## config.mk

```make
export PLATFORM = sky130hd
export DESIGN_NAME = alu_pipe
export DESIGN_NICKNAME = d
export VERILOG_FILES = /design/src/rtl/alu_pipe.sv
export SDC_FILE = /design/constraint.sdc
export NUM_CORES = 1
export LEC_CHECK = 0
export CORE_UTILIZATION = 35
export DETAILED_ROUTE_END_ITERATION = 8
export GPL_ROUTABILITY_DRIVEN = 1
export HOLD_SLACK_MARGIN = 0.06
export SLEW_MARGIN = 15
export SYNTH_ARGS = -nofsm -noshare
export SYNTH_HDL_FRONTEND = slang
export SYNTH_SLANG_ARGS = --single-unit
```

## constraint.sdc

```tcl
create_clock -name clk -period 6.4 [get_ports clk]
set_input_delay 1.28 -clock clk [delete_from_list [all_inputs] [get_ports clk]]
set_output_delay 1.28 -clock clk [all_outputs]
set_load 0.01 [all_outputs]
```

## src/rtl/alu_pipe.sv

```systemverilog
// Two-stage pipelined ALU (8 ops incl. signed saturation) with zero/neg/carry/ovf flags and a sideband tag.
// Latency 2 cycles, one op/cycle; stalls hold both stages and in_ready drops when both are full and blocked.
module alu_pipe #(
  parameter int WIDTH = 32,
  parameter int TAG_W = 4
) (
  input  logic             clk,
  input  logic             rst_n,
  input  logic             in_valid,
  output logic             in_ready,
  input  logic [2:0]       in_op,
  input  logic [WIDTH-1:0] in_a,
  input  logic [WIDTH-1:0] in_b,
  input  logic [TAG_W-1:0] in_tag,
  output logic             out_valid,
  input  logic             out_ready,
  output logic [WIDTH-1:0] out_res,
  output logic [TAG_W-1:0] out_tag,
  output logic             out_zero,
  output logic             out_neg,
  output logic             out_carry,
  output logic             out_ovf
);

  localparam logic [2:0] OP_ADD  = 3'd0;
  localparam logic [2:0] OP_SUB  = 3'd1;
  localparam logic [2:0] OP_AND  = 3'd2;
  localparam logic [2:0] OP_OR   = 3'd3;
  localparam logic [2:0] OP_XOR  = 3'd4;
  localparam logic [2:0] OP_SLT  = 3'd5;
  localparam logic [2:0] OP_ADDS = 3'd6;
  localparam logic [2:0] OP_SUBS = 3'd7;

  localparam logic [WIDTH-1:0] SAT_MAX = {1'b0, {(WIDTH-1){1'b1}}};
  localparam logic [WIDTH-1:0] SAT_MIN = {1'b1, {(WIDTH-1){1'b0}}};

  logic             s1_v;
  logic [2:0]       s1_op;
  logic [WIDTH-1:0] s1_a;
  logic [WIDTH-1:0] s1_b;
  logic [TAG_W-1:0] s1_tag;

  logic             s2_v;
  logic [WIDTH-1:0] s2_res;
  logic [TAG_W-1:0] s2_tag;
  logic             s2_zero;
  logic             s2_neg;
  logic             s2_carry;
  logic             s2_ovf;

  logic             s2_load;
  logic [WIDTH:0]   sum_w;
  logic [WIDTH:0]   diff_w;
  logic             add_ovf;
  logic             sub_ovf;
  logic [WIDTH-1:0] c_res;
  logic             c_carry;
  logic             c_ovf;

  assign s2_load  = !s2_v || out_ready;
  assign in_ready = !s1_v || s2_load;

  assign out_valid = s2_v;
  assign out_res   = s2_res;
  assign out_tag   = s2_tag;
  assign out_zero  = s2_zero;
  assign out_neg   = s2_neg;
  assign out_carry = s2_carry;
  assign out_ovf   = s2_ovf;

  // Extra MSB gives the unsigned carry-out (add) and borrow (sub).
  assign sum_w  = {1'b0, s1_a} + {1'b0, s1_b};
  assign diff_w = {1'b0, s1_a} - {1'b0, s1_b};

  assign add_ovf = (s1_a[WIDTH-1] == s1_b[WIDTH-1]) && (sum_w[WIDTH-1]  != s1_a[WIDTH-1]);
  assign sub_ovf = (s1_a[WIDTH-1] != s1_b[WIDTH-1]) && (diff_w[WIDTH-1] != s1_a[WIDTH-1]);

  always_comb begin
    c_res   = '0;
    c_carry = 1'b0;
    c_ovf   = 1'b0;
    case (s1_op)
      OP_ADD: begin
        c_res   = sum_w[WIDTH-1:0];
        c_carry = sum_w[WIDTH];
        c_ovf   = add_ovf;
      end
      OP_SUB: begin
        c_res   = diff_w[WIDTH-1:0];
        c_carry = !diff_w[WIDTH];
        c_ovf   = sub_ovf;
      end
      OP_AND: c_res = s1_a & s1_b;
      OP_OR:  c_res = s1_a | s1_b;
      OP_XOR: c_res = s1_a ^ s1_b;
      OP_SLT: c_res = {{(WIDTH-1){1'b0}}, ($signed(s1_a) < $signed(s1_b))};
      // On signed overflow the true result's sign is that of operand a.
      OP_ADDS: begin
        c_res   = add_ovf ? (s1_a[WIDTH-1] ? SAT_MIN : SAT_MAX) : sum_w[WIDTH-1:0];
        c_carry = sum_w[WIDTH];
        c_ovf   = add_ovf;
      end
      OP_SUBS: begin
        c_res   = sub_ovf ? (s1_a[WIDTH-1] ? SAT_MIN : SAT_MAX) : diff_w[WIDTH-1:0];
        c_carry = !diff_w[WIDTH];
        c_ovf   = sub_ovf;
      end
      default: c_res = '0;
    endcase
  end

  // in_ready already implies stage 1 is empty or draining into stage 2 this edge.
  always_ff @(posedge clk or negedge rst_n) begin
    if (!rst_n) begin
      s1_v   <= 1'b0;
      s1_op  <= '0;
      s1_a   <= '0;
      s1_b   <= '0;
      s1_tag <= '0;
    end else if (in_ready) begin
      s1_v <= in_valid;
      if (in_valid) begin
        s1_op  <= in_op;
        s1_a   <= in_a;
        s1_b   <= in_b;
        s1_tag <= in_tag;
      end
    end
  end

  always_ff @(posedge clk or negedge rst_n) begin
    if (!rst_n) begin
      s2_v     <= 1'b0;
      s2_res   <= '0;
      s2_tag   <= '0;
      s2_zero  <= 1'b0;
      s2_neg   <= 1'b0;
      s2_carry <= 1'b0;
      s2_ovf   <= 1'b0;
    end else if (s2_load) begin
      s2_v <= s1_v;
      if (s1_v) begin
        s2_res   <= c_res;
        s2_tag   <= s1_tag;
        s2_zero  <= (c_res == '0);
        s2_neg   <= c_res[WIDTH-1];
        s2_carry <= c_carry;
        s2_ovf   <= c_ovf;
      end
    end
  end

endmodule

```

After elaboration in Yosys (flattened, before gate mapping). Cells that the tools add are included.

Output and inout port bits: 42. Logic and storage cells: 48. Flip-flop bits (word level): 113.

Add/subtract/negate cells: 2. Bitwise logic cells: 3. Reduce and logical (&&, ||, !) cells: 13. Muxes and demuxes: 6. Magnitude comparators: 1. Eq/ne operators: 11.

Operators with widths (count): case mux 32 bit (8 select lines) (1); two-way mux 32 bit (3); adder 32 x 32 -> 33 bit (1); subtractor 32 x 32 -> 33 bit (1); bitwise AND 32 bit (1); zero test 32 bit (1); less-than comparator 32 bit (1); bitwise OR 32 bit (1); bitwise XOR 32 bit (1); equality test 3 bit, second input constant (4); equality test 3 x 2 -> 1 bit, second input constant (2); case mux 1 bit (2 select lines) (2); AND reduction 2 bit (2); OR reduction 2 bit (2); equality test 3 x 1 -> 1 bit, second input constant (1); zero test 1 bit (3); zero test 3 bit (1); inequality test 1 bit (3); logical AND 1 bit (2); logical OR 1 bit (2); equality test 1 bit (1).

Logic depth before layout (Yosys ltp).
Depth in word-level cells: 6. Gate-level depth with buffers: 25. Mapped depth without buffers: 23.

Worst setup path before layout. Ideal clock, no wire load.

Path kind: flip-flop to flip-flop. Start: register s1_a[1]. End: register s2_zero (netlist: out_zero). Path buffers: 2. Path slack: 1.006 ns. Arrival: 5.290 ns. Cell stages (with the launch flop): 22. Required time: 6.296 ns. Path through: dfrtp_1 > inv_1 > ha_1 > o21ba_2 > or4_4 > a21oi_2 > a31oi_1 > o21a_2 > o41ai_4 > nand2_1 > a41o_1 > fa_1 > a31oi_1 > o21ai_1 > clkbuf_1 > buf_1 > nor2_1 > a211oi_1 > a31oi_1 > o21ai_0 > nand4_1 > o41ai_2.

Word-level cells in the longest chain between the ends: 6.

Ends and longest elaborated chain: start, declared (line 39) `logic [WIDTH-1:0] s1_a;`; start signal, assigned (line 124) `s1_a <= in_a;`; subtractor 32 x 32 -> 33 bit or adder 32 x 32 -> 33 bit (tied branches) (line 73, 72); inequality test 1 bit (on tied branches) (line 76, 75); logical AND 1 bit (on tied branches) (line 76, 75); two-way mux 32 bit (on tied branches) (line 104, 99); case mux 32 bit (8 select lines) (*) (line 82) `case (s1_op)`; zero test 32 bit (*) (line 145) `s2_zero <= (c_res == '0);`; end signal, assigned (line 145); end, declared (line 46) `logic s2_zero;`.

Mark *: on every way between the ends. The rest lies on a longest branch, timed or not. A chain may end at the register's enable or synchronous reset.

Worst setup path after layout. Ends and elaborated chain as after synthesis.

==> run summary <==
========================================================================================
Result of the run                                                           finished, final reports clean
Std-Cell Rows                                                                         62
Routed length per instance                                                       19.6 um
R2r endpoint                                                                    out_zero
Final worst path period need                                                     6.10 ns
Detailed Route Iter0 Violations                                                      816
Drt total wl                                                                    33000 um
Number of nets with antenna violations after routing                                   0
Clock latency at the later pin of the worst-skew pair                            0.37 ns
TNS Setup                                                                           0 ns
Number of stages on the worst hold path                                                1
Net switching component of the power                                           0.00188 W
Sequential-to-total area share from yosys stat                                     0.276
Maximum clock rate                                                             0.164 GHz
Post-synth top area share                                                          0.276
Worst VDD drop                                                                    154 uV
Worst Setup End Kind                                                                flop
Number of clock buffers inserted by TritonCTS                                          9
Cell types with the largest area share after synthesis                      sky130_fd_sc_hd__dfrtp_1 (28%), sky130_fd_sc_hd__ha_1 (12%), sky130_fd_sc_hd__mux2_2 (9.9%), sky130_fd_sc_hd__a21oi_1 (5.6%), sky130_fd_sc_hd__nand2_1 (3.7%)
Top Usage Layer GRT                                                                 met2
Number of H-tree levels                                                                3
Library cells used by synthesis                                                       93
Length in cells of the worst reg-to-reg path                                          22
Average cell area after synthesis                                               8.46 um2
Clock buffer depth                                                                     2
Final design utilization                                                           0.423
Maximum fanout along the worst path                                                   10
Die footprint                                                                  29700 um2
Share of layout cells above drive strength 1                                       0.145
Register bit total from synthesis                                                    112
HPWL after detailed placement                                                   25400 um
Total nets after synthesis                                                          1379
Largest area contributor in the netlist                                     sky130_fd_sc_hd__dfrtp_1
Synthesis-to-finish area growth                                                    19.0%
Power per Cell Area                                                           341 nW/um2
Beginning of the worst register-to-register path                                 s1_a[1]
First-pass GRT wire length                                                      50700 um
Max Transition Viols Final                                                             0
Grt ovf                                                                                0
Global Route met3 Usage                                                           0.0396
Die Height                                                                        172 um
Cell-internal power                                                            0.00224 W
IO buf count                                                                         116
Fraction of power consumed by combinational cells                                  0.599
Critical Path AT                                                                 6.37 ns
Warnings from Yosys                                                                    0
Clock sinks                                                                          112
Residual DRC                                                                           0
Worst-case headroom to the max-slew limit                                          0.328
Global Route met1 Usage                                                            0.317
Clock tree from TritonCTS                                                            yes
Largest net degree at the start of global routing                                     72
Slew of the pin with the lowest slew margin                                      1.01 ns
Crit start category                                                                 flop
Net switching fraction of the power                                                0.457
Worst reg-to-reg setup slack                                                     0.30 ns
Cells after synthesis                                                               1202
Number of synthesized flops with an enable pin                                         0
Routed via count                                                                    9460
Power share of the clock group                                                     0.149
Post-synth design cell area                                                    10200 um2
Clock Tree Root                                                             sky130_fd_sc_hd__clkbuf_16
Footprint of the flip-flops and latches                                         2800 um2
Final weighted congestion in routability-driven placement                          0.960
Standard cell core area                                                        28600 um2
Final Net Count                                                                     1472
Via count of the first global-routing pass                                          8831
Via density                                                                         5.62
Number of inserted filler cells in the final layout                                 2867
HP Class                                                                         reg2reg
Unrepaired setup endpoints after global routing                                       no
Share of synthesized registers carrying an async set or reset                       1.00
Register share of total power                                                      0.252
Final setup vio count                                                                  0
Endpoints failing hold                                                                 0
Footprint of the multi-input gates                                              6680 um2
CTS clk-pin slew, worst paths                                                    0.08 ns
Maximum clock skew at final layout                                             0.0127 ns
Portion of the clock cycle consumed by the worst path in the final layout          0.952
Antenna violations before repair                                                       0
Detailed-router iteration count before antenna repair                                  6
Data required time at the worst endpoint                                         6.67 ns
Initial Util                                                                       0.355
Antenna diode count                                                                    0
Category of the most critical setup path                                         reg2reg
Source of the critical timing path                                               s1_a[1]
IO Count                                                                             117
MaxCap Viol Count                                                                      0
Pleak                                                                            5.15 nW
Endpoint of the worst hold-timing path                                         out_carry
Die Width                                                                         172 um
Ys flop type                                                                sky130_fd_sc_hd__dfrtp_1
Met2 global-route usage                                                            0.344
Global-route total usage across every layer                                        0.224
Number of buffers inserted by hold repair at cts                                       0
Total power draw                                                               0.00412 W
Worst Min Path Start                                                           out_carry
========================================================================================
logic make-up after synthesis:
group,share of synthesized area
AOI/OAI and AO/OA,0.237
and+or+nand+nor,0.152
buffers and inverters,0.0709
DFF,0.276
adders and majority gates,0.128
muxes,0.102
xor gates and xnor gates,0.0353
state kept, by name, summed over array words and instances (netlist names):
name       count
out_tag        4
s1_a          32
out_ovf        1
s1_b          32
out_valid      1
s1_tag         4
out_carry      1
out_zero       1
s1_v           1
out_res       32
s1_op          3
synthesized netlist by cell type (7+ instances only):
master,n
sky130_fd_sc_hd__buf_4,7
sky130_fd_sc_hd__clkbuf_1,43
sky130_fd_sc_hd__o21ai_0,62
sky130_fd_sc_hd__o211ai_1,17
sky130_fd_sc_hd__dfrtp_1,112
sky130_fd_sc_hd__o21ai_1,7
sky130_fd_sc_hd__a31oi_1,14
sky130_fd_sc_hd__nor3_1,32
sky130_fd_sc_hd__nand4_1,11
sky130_fd_sc_hd__mux2_2,89
sky130_fd_sc_hd__o31ai_1,11
sky130_fd_sc_hd__a211oi_1,20
sky130_fd_sc_hd__nand2_1,100
sky130_fd_sc_hd__nor2b_1,9
sky130_fd_sc_hd__buf_1,9
sky130_fd_sc_hd__o21bai_1,11
sky130_fd_sc_hd__ha_1,99
sky130_fd_sc_hd__nor4_1,10
sky130_fd_sc_hd__buf_2,10
sky130_fd_sc_hd__a21oi_1,114
sky130_fd_sc_hd__inv_1,93
sky130_fd_sc_hd__xnor2_1,36
sky130_fd_sc_hd__nand2b_1,14
sky130_fd_sc_hd__nor2_1,87
sky130_fd_sc_hd__nand3_1,25
sky130_fd_sc_hd__or3_1,7
per-layer routing:
layer	vias up	wire length (um)
met4	0	690
met5	-	0
met2	396	14300
met1	4502	15700
met3	52	2400
li1	4510	-
cell type report:
| type | count | share of cell area |
|---|---|---|
| tap | 384 | 0.0397 |
| clock inverter | 5 | 0.00527 |
| timing repair buffer | 156 | 0.121 |
| sequential | 112 | 0.232 |
| multi-input combinational | 918 | 0.552 |
| clock buffer | 11 | 0.0201 |
| inverter | 98 | 0.0304 |
stage by stage:
| step | setup WS, ns | std cells | instance area, um2 | hold WS (ns) |
|---|---|---|---|---|
| 2_1_floorplan | 1.01 | 1202 | 10200 | 0.475 |
| 3_3_place_gp | 0.339 | 1663 | 11700 | 0.463 |
| 3_5_place_dp | 0.139 | 1663 | 11700 | 0.472 |
| 4_1_cts | 0.0804 | 1679 | 12000 | 0.492 |
| 5_1_grt | 0.0312 | 1684 | 12100 | 0.510 |
| 6_report | 0.304 | 1684 | 12100 | 0.486 |
placed cells by master (no fill, tap or decap), types with 5 or more instances in the layout:
cell type,instances
sky130_fd_sc_hd__nor3_1,31
sky130_fd_sc_hd__nor2_1,87
sky130_fd_sc_hd__nand2b_1,14
sky130_fd_sc_hd__and3_1,5
sky130_fd_sc_hd__a211oi_1,20
sky130_fd_sc_hd__xnor2_1,36
sky130_fd_sc_hd__o2111ai_1,5
sky130_fd_sc_hd__dfrtp_1,111
sky130_fd_sc_hd__inv_1,93
sky130_fd_sc_hd__o311ai_0,5
sky130_fd_sc_hd__o211ai_1,17
sky130_fd_sc_hd__or3_1,6
sky130_fd_sc_hd__clkbuf_16,9
sky130_fd_sc_hd__nor2b_1,8
sky130_fd_sc_hd__nand3_1,25
sky130_fd_sc_hd__buf_4,41
sky130_fd_sc_hd__o21bai_1,11
sky130_fd_sc_hd__and2_1,5
sky130_fd_sc_hd__o21ai_1,6
sky130_fd_sc_hd__nand4_1,11
sky130_fd_sc_hd__nor4_1,10
sky130_fd_sc_hd__xor2_1,5
sky130_fd_sc_hd__o21ai_0,62
sky130_fd_sc_hd__o22ai_1,5
sky130_fd_sc_hd__a222oi_1,5
sky130_fd_sc_hd__mux2_2,89
sky130_fd_sc_hd__clkdlybuf4s50_1,115
sky130_fd_sc_hd__ha_1,99
sky130_fd_sc_hd__o31ai_1,11
sky130_fd_sc_hd__nand2_1,97
sky130_fd_sc_hd__a31oi_1,14
sky130_fd_sc_hd__a21oi_1,114
power by group through the flow:
| stage | sequential [W] | clock, W | combinational, W |
|---|---|---|---|
| floorplan | 0.00104 | 0 | 0.00154 |
| global placement | 0.00105 | 0 | 0.00241 |
| detailed placement | 0.00105 | 0 | 0.00241 |
| CTS | 0.00104 | 0.000630 | 0.00242 |
| global route | 0.00106 | 0.000648 | 0.00269 |
| finish | 0.00104 | 0.000614 | 0.00247 |
critical path: stages, from the launching register on:
cell and delay (ns):
sky130_fd_sc_hd__dfrtp_1 0.41, sky130_fd_sc_hd__inv_1 0.12, sky130_fd_sc_hd__ha_1 0.35, sky130_fd_sc_hd__o21ba_2 0.24
sky130_fd_sc_hd__or4_4 0.46, sky130_fd_sc_hd__a21oi_2 0.21, sky130_fd_sc_hd__a31oi_1 0.18, sky130_fd_sc_hd__o21a_2 0.28
sky130_fd_sc_hd__o41ai_4 0.32, sky130_fd_sc_hd__nand2_1 0.10, sky130_fd_sc_hd__a41o_1 0.29, sky130_fd_sc_hd__fa_2 0.62
sky130_fd_sc_hd__a31oi_1 0.15, sky130_fd_sc_hd__o21a_2 0.34, sky130_fd_sc_hd__buf_4 0.18, sky130_fd_sc_hd__a21oi_1 0.11
sky130_fd_sc_hd__o21ai_0 0.16, sky130_fd_sc_hd__o21ai_0 0.31, sky130_fd_sc_hd__nand3_1 0.10, sky130_fd_sc_hd__or4_1 0.45
sky130_fd_sc_hd__nor4b_2 0.27, sky130_fd_sc_hd__nand4b_1 0.14, sky130_fd_sc_hd__o41ai_2 0.21
worst max-delay path by stage:
stage / cells past startpoint / to / slack, ns
after floorplan: 21 / out_zero / 1.01
after global placement: 20 / out_zero / 0.34
after detailed placement: 22 / out_zero / 0.14
after CTS: 22 / out_zero / 0.08
after global routing: 23 / out_zero / 0.03
final: 22 / out_zero / 0.30
what timing repair did:
item,4_1_cts,5_1_grt
setup endpoints to repair,0,1
buffers inserted,0,5
resized for setup,0,7
Power figures use the tool's default switching activity.
